### src/rtl/pe_window_gen_pkg.sv
// Shared PE datapath constants: pixel/channel widths and the packed 2x3x3 window layout.
// Also used by the PE datapath so both sides agree on the window byte order.
package pe_window_gen_pkg;

   localparam int BIT_W      = 8;
   localparam int N_CH       = 2;
   localparam int WIN_K      = 3;
   localparam int PIX_W      = BIT_W * N_CH;
   localparam int PE_IMAGE_W = 144;

   typedef logic [BIT_W-1:0] pel_t;

   // MSB of a window element; ch0 r0c0 occupies the top byte, ch1 r2c2 the bottom byte.
   function automatic int byte_msb(input int ch, input int r, input int c);
      return PE_IMAGE_W - 1 - BIT_W * (ch * WIN_K * WIN_K + r * WIN_K + c);
   endfunction

endpackage

### src/rtl/pe_window_gen_line_buf.sv
// Single-port delay line, one entry per image column, read-before-write.
// The read data at an address is the value written there one row earlier.
module pe_line_buf
   import pe_window_gen_pkg::*;
#(
   parameter int DEPTH = 8,
   parameter int WIDTH = PIX_W,
   localparam int AW   = $clog2(DEPTH)
) (
   input  logic             clk,
   input  logic             en,
   input  logic [AW-1:0]    addr,
   input  logic [WIDTH-1:0] wr_data,
   output logic [WIDTH-1:0] rd_data
);

   logic [WIDTH-1:0] mem [DEPTH];

   assign rd_data = mem[addr];

   // Contents are never reset; stale data is masked by the row guard in the top.
   always_ff @(posedge clk) begin
      if (en) begin
         mem[addr] <= wr_data;
      end
   end

endmodule

### src/rtl/pe_window_gen.sv
// Streams raster pixels in and emits registered 2x3x3 windows (valid convolution, no padding)
// with a ready/valid handshake on both sides.
module pe_window_gen
   import pe_window_gen_pkg::*;
#(
   parameter int IMG_W = 8,
   parameter int IMG_H = 8
) (
   input  logic                  i_clk,
   input  logic                  i_rst,
   input  logic                  i_pix_valid,
   input  logic [PIX_W-1:0]      i_pix_data,
   output logic                  o_pix_ready,
   output logic                  o_win_valid,
   output logic [PE_IMAGE_W-1:0] o_win_data,
   input  logic                  i_win_ready,
   output logic                  o_frame_done
);

   localparam int CW = $clog2(IMG_W);
   localparam int RW = $clog2(IMG_H);

   logic [CW-1:0]         col;
   logic [RW-1:0]         row;
   logic                  pix_hs;
   logic                  win_hs;
   logic                  qualify;
   logic                  last_col;
   logic                  last_row;
   logic                  win_last;
   logic [PIX_W-1:0]      prev_row_pix;
   logic [PIX_W-1:0]      old_row_pix;
   pel_t                  win_q [N_CH][WIN_K][WIN_K];
   pel_t                  win_d [N_CH][WIN_K][WIN_K];
   logic [PE_IMAGE_W-1:0] win_flat;

   // A new pixel may enter only when the output slot is empty or being drained this cycle.
   assign o_pix_ready = !o_win_valid || i_win_ready;
   assign pix_hs      = i_pix_valid && o_pix_ready;
   assign win_hs      = o_win_valid && i_win_ready;
   assign last_col    = (col == CW'(IMG_W - 1));
   assign last_row    = (row == RW'(IMG_H - 1));
   assign qualify     = pix_hs && (row >= RW'(2)) && (col >= CW'(2));

   pe_line_buf #(
      .DEPTH   (IMG_W),
      .WIDTH   (PIX_W)
   ) u_lb_prev (
      .clk     (i_clk),
      .en      (pix_hs),
      .addr    (col),
      .wr_data (i_pix_data),
      .rd_data (prev_row_pix)
   );

   pe_line_buf #(
      .DEPTH   (IMG_W),
      .WIDTH   (PIX_W)
   ) u_lb_old (
      .clk     (i_clk),
      .en      (pix_hs),
      .addr    (col),
      .wr_data (prev_row_pix),
      .rd_data (old_row_pix)
   );

   always_comb begin
      win_d    = win_q;
      win_flat = '0;
      for (int ch = 0; ch < N_CH; ch++) begin
         for (int r = 0; r < WIN_K; r++) begin
            win_d[ch][r][0] = win_q[ch][r][1];
            win_d[ch][r][1] = win_q[ch][r][2];
         end
         win_d[ch][0][2] = old_row_pix[PIX_W-1-ch*BIT_W -: BIT_W];
         win_d[ch][1][2] = prev_row_pix[PIX_W-1-ch*BIT_W -: BIT_W];
         win_d[ch][2][2] = i_pix_data[PIX_W-1-ch*BIT_W -: BIT_W];
         for (int r = 0; r < WIN_K; r++) begin
            for (int c = 0; c < WIN_K; c++) begin
               win_flat[byte_msb(ch, r, c) -: BIT_W] = win_d[ch][r][c];
            end
         end
      end
   end

   // Shift window tracks every accepted pixel; it is only published when it covers valid rows/cols.
   always_ff @(posedge i_clk) begin
      if (pix_hs) begin
         win_q <= win_d;
      end
   end

   always_ff @(posedge i_clk or posedge i_rst) begin
      if (i_rst) begin
         col          <= '0;
         row          <= '0;
         o_win_valid  <= 1'b0;
         o_win_data   <= '0;
         o_frame_done <= 1'b0;
         win_last     <= 1'b0;
      end else begin
         o_frame_done <= win_hs && win_last;
         if (pix_hs) begin
            if (last_col) begin
               col <= '0;
               row <= last_row ? '0 : row + 1'b1;
            end else begin
               col <= col + 1'b1;
            end
         end
         if (qualify) begin
            o_win_valid <= 1'b1;
            o_win_data  <= win_flat;
            win_last    <= last_col && last_row;
         end else if (win_hs) begin
            o_win_valid <= 1'b0;
         end
      end
   end

endmodule

### config.mk
export PLATFORM = sky130hd
export DESIGN_NAME = pe_window_gen
export DESIGN_NICKNAME = d
export VERILOG_FILES = /design/src/rtl/pe_window_gen_pkg.sv /design/src/rtl/pe_window_gen_line_buf.sv /design/src/rtl/pe_window_gen.sv
export SDC_FILE = /design/constraint.sdc
export NUM_CORES = 1
export LEC_CHECK = 0
export BUFFER_PORTS_ARGS = -buffer_cell sky130_fd_sc_hd__buf_2
export CAP_MARGIN = 20
export CORE_ASPECT_RATIO = 1.25
export CORE_MARGIN = 5
export CORE_UTILIZATION = 40
export CTS_CLUSTER_DIAMETER = 100
export DETAILED_ROUTE_END_ITERATION = 10
export GPL_ROUTABILITY_DRIVEN = 0
export PLACE_DENSITY_LB_ADDON = 0.12
export SYNTH_ARGS = -nofsm -noshare
export SYNTH_HDL_FRONTEND = slang
export SYNTH_HIERARCHICAL = 1
export SYNTH_SLANG_ARGS = --single-unit
### constraint.sdc
create_clock -name i_clk -period 5.1 [get_ports i_clk]
set_input_delay 0.51 -clock i_clk [delete_from_list [all_inputs] [get_ports i_clk]]
set_output_delay 0.51 -clock i_clk [all_outputs]
set_load 0.01 [all_outputs]
---- Word level (Yosys, flattened, before mapping) ----
Memory sizes are Yosys's and may differ from the RTL's.
Cells that the tools add are included.
operators by class
  $add $sub $neg .......................... 2
  magnitude comparators ................... 2
  equal/unequal tests ..................... 2
  multiplexer cells ....................... 6
  reductions and logical operators ........ 10
operators with widths
  kind                                                               number
  adder 3 x 1 -> 3 bit, second input constant                        2
  == test 3 bit, second input constant                               2
  greater-or-equal comparator 3 x 2 -> 1 bit, second input constant  2
  logical AND 1 bit                                                  6
  2-to-1 mux 3 bit                                                   2
  2-to-1 mux 1 bit                                                   4
  AND reduction 2 bit                                                1
  nonzero test 2 bit                                                 1
  zero test 1 bit                                                    1
  logical OR 1 bit                                                   1
word-level totals
  register bits after elaboration ......... 249
  bits in writable memories ............... 256
  bits of input ports ..................... 20
  output and inout bits ................... 147
  memories kept ........................... 2
memories
  memory         words  bits a word  rd ports  clocked after memory_dff  wr ports  line                          RTL
  u_lb_old.mem   8      16           1         0                         1         pe_window_gen_line_buf.sv:17  logic [WIDTH-1:0] mem [DEPTH];
  u_lb_prev.mem  8      16           1         0                         1         pe_window_gen_line_buf.sv:17

---- Longest topological paths before layout ----
Gate-level depths: netlist of run 1.
  word-level depth ........................ 6
  mapped depth ............................ 8

---- Hierarchy ----
Netlist of run 1, hierarchy kept.
modules (own cells, without submodules)
  module         times used  cells an instance  area each (µm²)  seq. area each (µm²)
  pe_line_buf    2           222                4972.3           3843.7
  pe_window_gen  1           440                8926.1           6711.4

---- Worst setup path after synthesis of run 1 ----
No wires, ideal clock.
  kind .................................... input-to-reg
  start ................................... input port i_win_ready
  end ..................................... memory u_lb_old/mem[4][0] (netlist name) (enable)
  setup time .............................. 0.409 ns
  arrival time ............................ 5.323 ns
  required time ........................... 4.691 ns
  path slack .............................. -0.632 ns
  cell stages on the path ................. 5
  path buffers ............................ 1
  cells stage by stage .................... nand2b_2 and2_0 clkbuf_1 nand2_1 nor3_1
on the way
  word-level cells in the longest chain between the ends .. 4
ends and longest elaborated chain
  what                                    line                          RTL
  start, declared                         pe_window_gen.sv:16           input logic i_win_ready,
  logical OR 1 bit                        pe_window_gen.sv:38           assign o_pix_ready = !o_win_valid || i_win_ready;
  logical AND 1 bit                       pe_window_gen.sv:39           assign pix_hs = i_pix_valid && o_pix_ready;
  via pix_hs                              pe_window_gen.sv:25           logic pix_hs;
  2-to-1 mux 1 bit                        pe_window_gen_line_buf.sv:23  if (en) begin
  2-to-1 mux 1 bit (not written as such)  pe_window_gen_line_buf.sv:24  mem[addr] <= wr_data;
  end, declared                           pe_window_gen_line_buf.sv:17
The timed path passes the listed nets, and every way through them passes these cells.

---- Final worst setup path of run 1 ----
  start ................................... register col[0]
  end ..................................... memory u_lb_old/mem[1][1] (netlist name) (enable)
RTL lines
  what                    line                  RTL
  start, declared         pe_window_gen.sv:23   logic [CW-1:0] col;
  start signal, assigned  pe_window_gen.sv:108  col <= col + 1'b1;
Straight into the memory's write port.

==> results of run 1 <==
registers in the layout, summed over array words and instances, names as in the netlist:
signal	flops
o_win_data	144
win_last	1
u_lb_prev/mem	128
u_lb_old/mem	128
win_d	96
o_frame_done	1
o_win_valid	1
col	3
row	3
cell usage after synthesis, types with 2 or more instances:
master    number  area share [%]
nand3_1        8            0.21
mux2i_1        2            0.11
buf_6          5            0.30
a31oi_1        2           0.066
clkbuf_1       5           0.099
buf_1          4           0.080
a22oi_1        6            0.24
a32oi_1        6            0.28
dfrtp_1      153              20
nand2_1        9            0.18
edfxtp_1     352              56
mux2_4        43             3.4
nor4b_1        2           0.093
a221oi_1       4            0.19
nand2b_1       2           0.066
o21ai_0        3           0.080
ha_1           5            0.33
buf_12         6            0.64
inv_1          9            0.18
mux4_2        18             2.1
buf_4         11            0.44
mux2_1         6            0.36
o211ai_1       6            0.24
mux4_1        30             4.2
buf_2          8            0.21
nor2_1        16            0.32
nor2b_1        7            0.23
nor3_1         4            0.11
mux2_2       145             8.7
worst max-delay path by stage:
stage            from                   to  slack (ns)  cells after the start
2_1_floorplan   i_rst               col[0]        0.47                      1
3_3_place_gp   col[0]   u_lb_old/mem[1][4]        1.94                      3
5_1_grt        col[0]   u_lb_old/mem[1][1]        1.80                      3
3_5_place_dp   col[0]  u_lb_old/mem[1][11]        1.88                      3
4_1_cts        col[0]   u_lb_old/mem[1][1]        1.88                      3
6_report       col[0]   u_lb_old/mem[1][1]        2.05                      3
per-layer routing:
metal	vias to the layer above	track usage, %	wire length (um)
met2	146	26.37	20460
met4	0	4.098	839
met5	-	0	0
met1	4562	18.57	15430
met3	59	2.331	1336
li1	3901	-	-
metrics by stage:
stage	total power (uW)	setup WS, ns	hold slack, ns	instances
after floorplan	9521	0.4686	0.4187	884
after global placement	11170	1.944	0.4209	1662
after detailed placement	11270	1.881	0.4305	1663
after CTS	14970	1.878	0.1405	1759
after global routing	15470	1.796	0.1773	1760
final	14640	2.045	0.09981	1760
layout make-up:
cell class                      instances  area, um^2  area share [%]
Tap cell                              637       797.0           3.614
Multi-Input combinational cell        331        4180           18.95
Sequential cell                       505       14400           65.31
Inverter                                9       38.79          0.1759
Clock inverter                         21       186.4          0.8453
Timing Repair Buffer                  182       988.4           4.482
Clock buffer                           75        1459           6.615
cell families (layout without fill, tap and decap cells):
logic type,Yosys count,count (layout),share of synthesized area [%]
AOI/OAI and AO/OA,28,28,1.140
DFF,505,505,76.30
and+or+nand+nor,54,54,1.419
muxes,244,244,18.86
adders and majority gates,5,5,0.3315
buffers and inverters,48,287,1.943
worst reg2reg max path: stages (launching register included):
cell and delay (ns):
dfrtp_4 0.94, buf_4 0.66, nand2_1 0.21, nor2_2 0.87
power breakdown:
part	internal (uW)	switching, uW	leakage (uW)
Clock	2130	1500	0.000801
Sequential	6030	611	0.00506
Combinational	2050	2310	0.00246
Total	10200	4430	0.00832
==> flow_summary.toml, run 1 <==
[sta]
post-route-period-util_pct = 59.90
grt_setup_unrepaired = "no"
tightest_slew_ns = 1.105
finalSetupViolations = 0
relSlewSlack_pct = 26.06
tns_ns = 0
skew_ns = 0.01774
report.final.slew_viol_count = 0
max_freq_ghz = 0.3273
fin_crit_ns = 3.055
hold_violations = 0

[clocking]
clk_pin_slew_worst_paths_ns = 0.06
clockBufferDepth = 3
cts_made_buffers = 51
cts_resized = 0
cts_tree = "yes"
cts.sinks = 505
cts_root_buffer = "clkbuf_16"
htreeDepth = 2
worstSkewPairLatency_ns = 0.57
cts_hold_buffers = 0
cts_setup_buffers = 0

[floorplan]
die_w_um = 204.3
ios = 167
design.core.area_um2 = 46990
die_area_um2 = 51650
rows = 89
start_util_pct = 40.16
die_h_um = 252.8

[worst_setup_path]
r2r_start = "col[0]"
crit_chain = "buf_4, nand2_1, nor2_2"
r2r-end = "u_lb_old/mem[1][1]"
worstSetupPathType = "register to register"
cp_num_buf_inv = 1
arrival_ns = 3.23
startpoint_type = "register"
worstPathRequired_ns = 5.27
cpPeakStageDelay_ns = 0.94
crit_fanout = 47
cp_slowest_cell = "dfrtp_4"
end_kind = "register"
r2r_cells = 3
cp_top_family = "simple AND/OR/NAND/NOR gates"
r2r_slack_ns = 2.05

[layout]
fin_util_pct = 46.93
nets = 1105
drive_gt1_share_pct = 42.65
final_cell_mix = "edfxtp_1 (352), buf_2 (166), dfrtp_1 (151), mux2_2 (145), clkbuf_16 (53)"
antenna_cells = 0
syn2layout_area_growth_pct = 16.87
final.fill_count = 4044
stdcell_area_um2 = 22050
final_common_cell = "edfxtp_1"

[pwr]
p_per_area_nw_per_um2 = 663.8
peakVddDrop_v = 0.0002717
p_leak_uw = 0.008321

[synth]
syn-num-nets = 909
ys_seq_area_share_pct = 76.30
netlist_instances = 884
ys_seq_elements = 505
synthFlopType = "edfxtp_1"
avgSynthCellArea_um2 = 21.35
synth.distinct_cells = 36
synthArstFlopShare_pct = 30.30
synth_edf_count = 352
yosys_warnings = 6
netlist_area_um2 = 18870

[global_routing]
grt-ovfl-total = 0
grtUsageTotal_pct = 14.70
grt_max_degree = 85
grt_pass1_vias = 9265
antenna_found_initial = 0
grt_pass1_wl_mm = 57.99

[drt]
vias = 8668
drc = 0
drt_iter0_markers = 424
drt-total-wl_mm = 38.06
antenna_left = 0
wl_per_cell_um = 21.63
vias_per_cell = 4.925
drtPass1Iterations = 4

[job]
drv_cap = 0

[placed_design]
portBuffers = 166
dp.final_hpwl_mm = 23.23
placed_area_um2 = 20400

[min_path]
min_path_type = "input pin to asynchronous set/reset pin"

[run_status]
status = "finished, final reports clean"
No activity file was read; power rests on OpenSTA's default activity.
==> inputs of run 2 (changes only) <==
--- a/config.mk
+++ b/config.mk
@@ -5,6 +5,7 @@
 export SDC_FILE = /design/constraint.sdc
 export NUM_CORES = 1
 export LEC_CHECK = 0
+export ABC_AREA = 1
 export BUFFER_PORTS_ARGS = -buffer_cell sky130_fd_sc_hd__buf_2
 export CAP_MARGIN = 20
 export CORE_ASPECT_RATIO = 1.25
==> constraint.sdc (replaced) <==
create_clock -name i_clk -period 2.6 [get_ports i_clk]
set_input_delay 0.26 -clock i_clk [delete_from_list [all_inputs] [get_ports i_clk]]
set_output_delay 0.26 -clock i_clk [all_outputs]
set_load 0.01 [all_outputs]
==> run 2 against run 1 <==
Net effect: final cell count increased by 55%; cell area increased by 6.6%; die area increased by 6.8%; via count increased by 51%; combinational power increased by 120%; sequential power increased by 91%; wire length increased by 27%.
==> flow_summary.toml, run 2 <==
[layout]
final_common_cell = "nand2_1"
largest-register = "o_win_data"
final.fill_count = 4692
syn2layout_area_growth_pct = 16.31
final_cell_mix = "nand2_1 (835), edfxtp_1 (352), buf_2 (166), inv_1 (156), dfrtp_1 (151)"
largestRegisters = "o_win_data: 144 flops, u_lb_old/mem: 128 flops, u_lb_prev/mem: 128 flops"
nets = 2052
largest_reg_flops = 144
antenna_cells = 0
drive_gt1_share_pct = 15.00

[floorplan]
ios = 167
die_w_um = 211.1
rows = 92
die_area_um2 = 55150
start_util_pct = 40.27
die_h_um = 261.3
design.core.area_um2 = 50190

[worst_setup_path]
r2r_start = "o_win_valid"
cp_slowest_cell = "buf_12"
crit_fanout = 173
r2r_slack_ns = 0.53
cpPeakStageDelay_ns = 0.59
startpoint_type = "register"
end_kind = "register"
crit_chain = "a21oi_4, buf_12"
worstPathRequired_ns = 2.80
worstSetupPathType = "register to register"
arrival_ns = 2.27
r2r-end = "win_d[116]"
r2r_cells = 2

[synth]
syn-num-nets = 1878
synthFlopType = "edfxtp_1"
synthArstFlopShare_pct = 30.30
synth_top_area_share_pct = 52.30
synth.distinct_cells = 20
yosysTopAreaCell = "edfxtp_1"
netlist_instances = 1853
netlist_area_um2 = 20210
synth_area_leaders = "edfxtp_1 (52%), dfrtp_1 (19%), nand2_1 (16%)"
ys_seq_area_share_pct = 71.24
synthTopCellsByCount = "nand2_1 (836), edfxtp_1 (352), inv_1 (157)"
yosys_warnings = 6
avgSynthCellArea_um2 = 10.91
ys_seq_elements = 505
yosysMostFrequentCell = "nand2_1"
synth_edf_count = 352

[sta]
hold_violations = 0
relSlewSlack_pct = 44.33
tightest_slew_ns = 0.8351
finalSetupViolations = 0
skew_ns = 0.01214
tns_ns = 0
post-route-period-util_pct = 79.54
fin_crit_ns = 2.068
grt_setup_unrepaired = "no"
hold-worst-slack_ns = 0.03673
max_freq_ghz = 0.4835
report.final.slew_viol_count = 0

[clocking]
cts_tree = "yes"
htreeDepth = 2
cts_made_buffers = 53
clockBufferDepth = 3
clk_pin_slew_worst_paths_ns = 0.06
cts_root_buffer = "clkbuf_16"
cts.sinks = 505
worstSkewPairLatency_ns = 0.58
cts_resized = 0

[global_routing]
grtUsageTotal_pct = 17.39
grt_pass1_wl_mm = 75.45
grt_pass1_vias = 12890
grt_max_degree = 174
antenna_found_initial = 0
grt-ovfl-total = 0

[drt]
drt_iter0_markers = 824
drt-total-wl_mm = 48.31
antenna_left = 0
drc = 0
vias = 13080
vias_per_cell = 4.799
wl_per_cell_um = 17.73
drtPass1Iterations = 5

[placed_design]
dp.final_hpwl_mm = 30.34
portBuffers = 166

[min_path]
whs_path_depth = 1
hold_end = "win_d[81]"
min_path_type = "input pin to register"
hp-start = "i_pix_data[9]"

[pwr]
internal_power_uw = 18520
combPwrFrac_pct = 32.6
power_frac_seq_pct = 43.2
power_frac_clock_pct = 24.2
p_per_area_nw_per_um2 = 1252
peakVddDrop_v = 0.0009511
power.switching_uw = 10900
p_leak_uw = 0.01088
swShare_pct = 37.05

[job]
drv_cap = 0

[run_status]
status = "finished, final reports clean"
-- run 2: cell count changes after synthesis, sizes merged, moves of 7 or more --
cell	previous run	this run
mux4	48	0
nor2b	7	0
clkbuf	5	19
nand2	9	836
mux2	194	0
buf	34	85
nand4	1	145
inv	9	168
nand3	8	63
-- run 2: stage by stage --
step / total power, uW / cell area [um^2] / std cells / utilization, % / worst slack, ns
after floorplan: 18660 / 20250 / 1853 / - / 0.02262
after global placement: 22500 / 21840 / 2625 / 43.52 / 0.5686
after detailed placement: 22720 / 21840 / 2625 / 43.52 / 0.5258
after CTS: 29960 / 23510 / 2725 / 46.84 / 0.5017
after global routing: 31440 / 23510 / 2725 / 46.84 / 0.3684
final: 29430 / 23510 / 2725 / 46.84 / 0.5319
-- run 2: kinds of logic after synthesis --
| family | synth area share [%] |
|---|---|
| simple gates | 22.14 |
| compound gates | 0.1548 |
| fa+ha+maj | 0.3095 |
| flops | 71.24 |
| buf+inv | 6.159 |
-- run 2: how the worst max path moves through the flow --
| stage | startpoint | to | cells after the start |
|---|---|---|---|
| CTS | col[1] | o_win_data[31] | 8 |
| floorplan | o_win_valid | u_lb_old/mem[5][0] | 4 |
| global placement | o_win_valid | o_win_data[61] | 4 |
| detailed placement | col[1] | o_win_data[31] | 8 |
| global route | col[1] | o_win_data[31] | 8 |
| finish | o_win_valid | win_d[116] | 2 |
-- run 2: power groups by stage --
stage	combinational, uW	clock [uW]	sequential (uW)
floorplan	5630	0	13000
global placement	9660	0	12800
detailed placement	9820	0	12900
CTS	9850	7360	12800
global route	10800	7700	13000
finish	9580	7130	12700
-- run 2: worst max-delay path, delay by kind of cell, from the launching register on --
family	cells	cell delay (ns)
buffers and inverters	1	0.59
AO/OA/AOI/OAI	1	0.48
flip-flops	1	0.43
-- run 2: layer usage --
layer  GRT usage [%]  vias up  wire length, um
met5               0        -                0
met4           4.414        0             1053
met3           3.127       72             2257
met2           29.09      259            23510
met1           23.68     6302            21500
li1                -     6443                -
-- run 2: area by class of cell --
cell class	count	area [um^2]	area share, %
clock inverter	14	141.4	0.6015
clock buffer	81	1473	6.265
multi-input combinational	1076	4611	19.61
inverter	168	634.4	2.699
sequential	505	14400	61.27
tap	658	823.3	3.502
timing repair buffer	223	1421	6.046
-- run 2: timing repair --
action | 4_1_cts | 5_1_grt
setup buffers | 0 | 0
setup endpoints to repair | 0 | 0
hold buffers | 5 | 0
hold endpoints to repair | 133 | 0
==> inputs of run 3 (changes only) <==
==> constraint.sdc (replaced) <==
create_clock -name i_clk -period 1.84 [get_ports i_clk]
set_input_delay 0.184 -clock i_clk [delete_from_list [all_inputs] [get_ports i_clk]]
set_output_delay 0.184 -clock i_clk [all_outputs]
set_load 0.01 [all_outputs]
==> run 3 against run 2 <==
Net effect: flip-flop and latch count is the same; worst hold slack gained 0.019 ns; clock power grew 46%; sequential power grew 41%; sequential share of layout area shrank 4.3 points; largest cell class unchanged; largest power group unchanged.
==> flow_summary.toml, run 3 (same netlist as run 2, synthesis figures left out) <==
[layout]
largestRegisters = "o_win_data: 144 flops, u_lb_old/mem: 128 flops, u_lb_prev/mem: 128 flops"
register_area_um2 = 14410
drive_gt1_share_pct = 19.90
stdcell_area_um2 = 25280
final_common_cell = "nand2_1"
final_cell_mix = "nand2_1 (821), edfxtp_1 (352), buf_2 (166), inv_1 (155), dfrtp_1 (150)"
largest-register = "o_win_data"
antenna_cells = 0
final.fill_count = 4508
nets = 2140
largest_reg_flops = 144
syn2layout_area_growth_pct = 25.09
multiInputGateArea_um2 = 4818

[pwr]
swShare_pct = 36.43
power_frac_clock_pct = 22.8
internal_power_uw = 29040
peakVddDrop_v = 0.0008009
p_total_uw = 45680
p_leak_uw = 0.01163
power.switching_uw = 16640
power_frac_seq_pct = 39.2
combPwrFrac_pct = 38.0
p_per_area_nw_per_um2 = 1807

[global_routing]
grtUsageTotal_pct = 18.51
grt_max_degree = 90
grt_pass1_wl_mm = 79.76
antenna_found_initial = 0
grt_pass1_vias = 13560
grt-ovfl-total = 0

[floorplan]
rows = 92
ios = 167
die_area_um2 = 55150
die_w_um = 211.1
die_h_um = 261.3
design.core.area_um2 = 50190
start_util_pct = 40.27

[clocking]
worstSkewPairLatency_ns = 0.58
cts_tree = "yes"
clk_pin_slew_worst_paths_ns = 0.06
cts.sinks = 505
cts_made_buffers = 51
cts_root_buffer = "clkbuf_16"
clockBufferDepth = 3
htreeDepth = 2

[min_path]
min_path_type = "input pin to register"

[worst_setup_path]
crit_fanout = 19
end_kind = "register"
arrival_ns = 2.07
cpPeakStageDelay_ns = 0.55
cp_slowest_cell = "dfrtp_4"
worstPathRequired_ns = 2.12
crit_top_cell = "buf_12"
startpoint_type = "register"
crit_chain = "inv_4, buf_12, buf_12, nand2_8, nor3_4, buf_12"
worstSetupPathType = "register to register"

[sta]
tns_ns = 0
report.final.slew_viol_count = 0
skew_ns = 0.01784
post-route-period-util_pct = 97.11
tightest_slew_ns = 0.5750
relSlewSlack_pct = 61.59
grt_setup_unrepaired = "yes"
finalSetupViolations = 0
hold_violations = 0
max_freq_ghz = 0.5596
hold-worst-slack_ns = 0.05614
fin_crit_ns = 1.787

[drt]
vias_per_cell = 4.844
drtPass1Iterations = 5
drt-total-wl_mm = 51.86
wl_per_cell_um = 18.43
drc = 0
antenna_left = 0
drt_iter0_markers = 822
vias = 13630

[run_status]
status = "finished, final reports clean"

[placed_design]
placed_area_um2 = 23240
dp.final_hpwl_mm = 34.68
portBuffers = 166

[job]
drv_cap = 0
run 3: worst max-delay path, delay by kind of cell (launching register included):
| kind | cells | cell delay (ns) |
|---|---|---|
| AND/OR/NAND/NOR | 2 | 0.30 |
| flip-flops | 1 | 0.55 |
| buffers and inverters | 4 | 0.62 |
run 3: timing repair:
item | in CTS | in global routing
endpoints found under the hold margin | 176 | 0
pin swaps | 0 | 1
endpoints found under the setup margin | 6 | 177
cloned | 0 | 4
buffers inserted | 0 | 1
hold buffers | 18 | 0
resized for setup | 1 | 18
run 3: layout make-up:
class,count,area share (%)
tap,658,3.256
sequential,505,56.98
clock inverter,22,0.9848
inverter,168,2.539
timing repair buffer,313,11.51
multi-input combinational,1076,19.06
clock buffer,72,5.676
run 3: final timing paths:
kind,startpoint,end,slack (ns),cells after the start
max in group asynchronous,i_rst,o_win_data[41],1.00,4
min reg2reg,win_d[57],win_d[65],0.45,0
max,col[0],u_lb_old/mem[0][0],0.05,6
min,i_pix_valid,col[2],0.06,4
max reg2reg,col[0],u_lb_old/mem[0][0],0.05,6
min in group asynchronous,i_rst,o_win_data[37],0.21,3
run 3: per-stage QoR:
| stage | util, % | setup WS, ns | std cells |
|---|---|---|---|
| finish | 50.38 | 0.05311 | 2814 |
| global route | 50.38 | -0.02591 | 2814 |
| CTS | 50.02 | 0.007944 | 2809 |
| floorplan | - | -0.2750 | 1853 |
| detailed placement | 46.31 | 0.01047 | 2697 |
| global placement | 46.31 | 0.05167 | 2697 |
run 3: per-layer routing:
layer	up-vias	part of all wire (%)	global-route usage, %
met2	270	50	32.03
met1	6629	43	24.33
met3	88	4.4	3.091
li1	6643	-	-
met5	-	0	0
met4	0	2.4	4.918
run 3: power groups by stage:
stage / clock, uW / sequential [uW] / combinational [uW]
after global placement: 0 / 18100 / 17000
after floorplan: 0 / 18400 / 8250
after detailed placement: 0 / 18100 / 17200
final: 10400 / 17900 / 17300
after global routing: 11200 / 18200 / 19100
after CTS: 10700 / 17900 / 17300
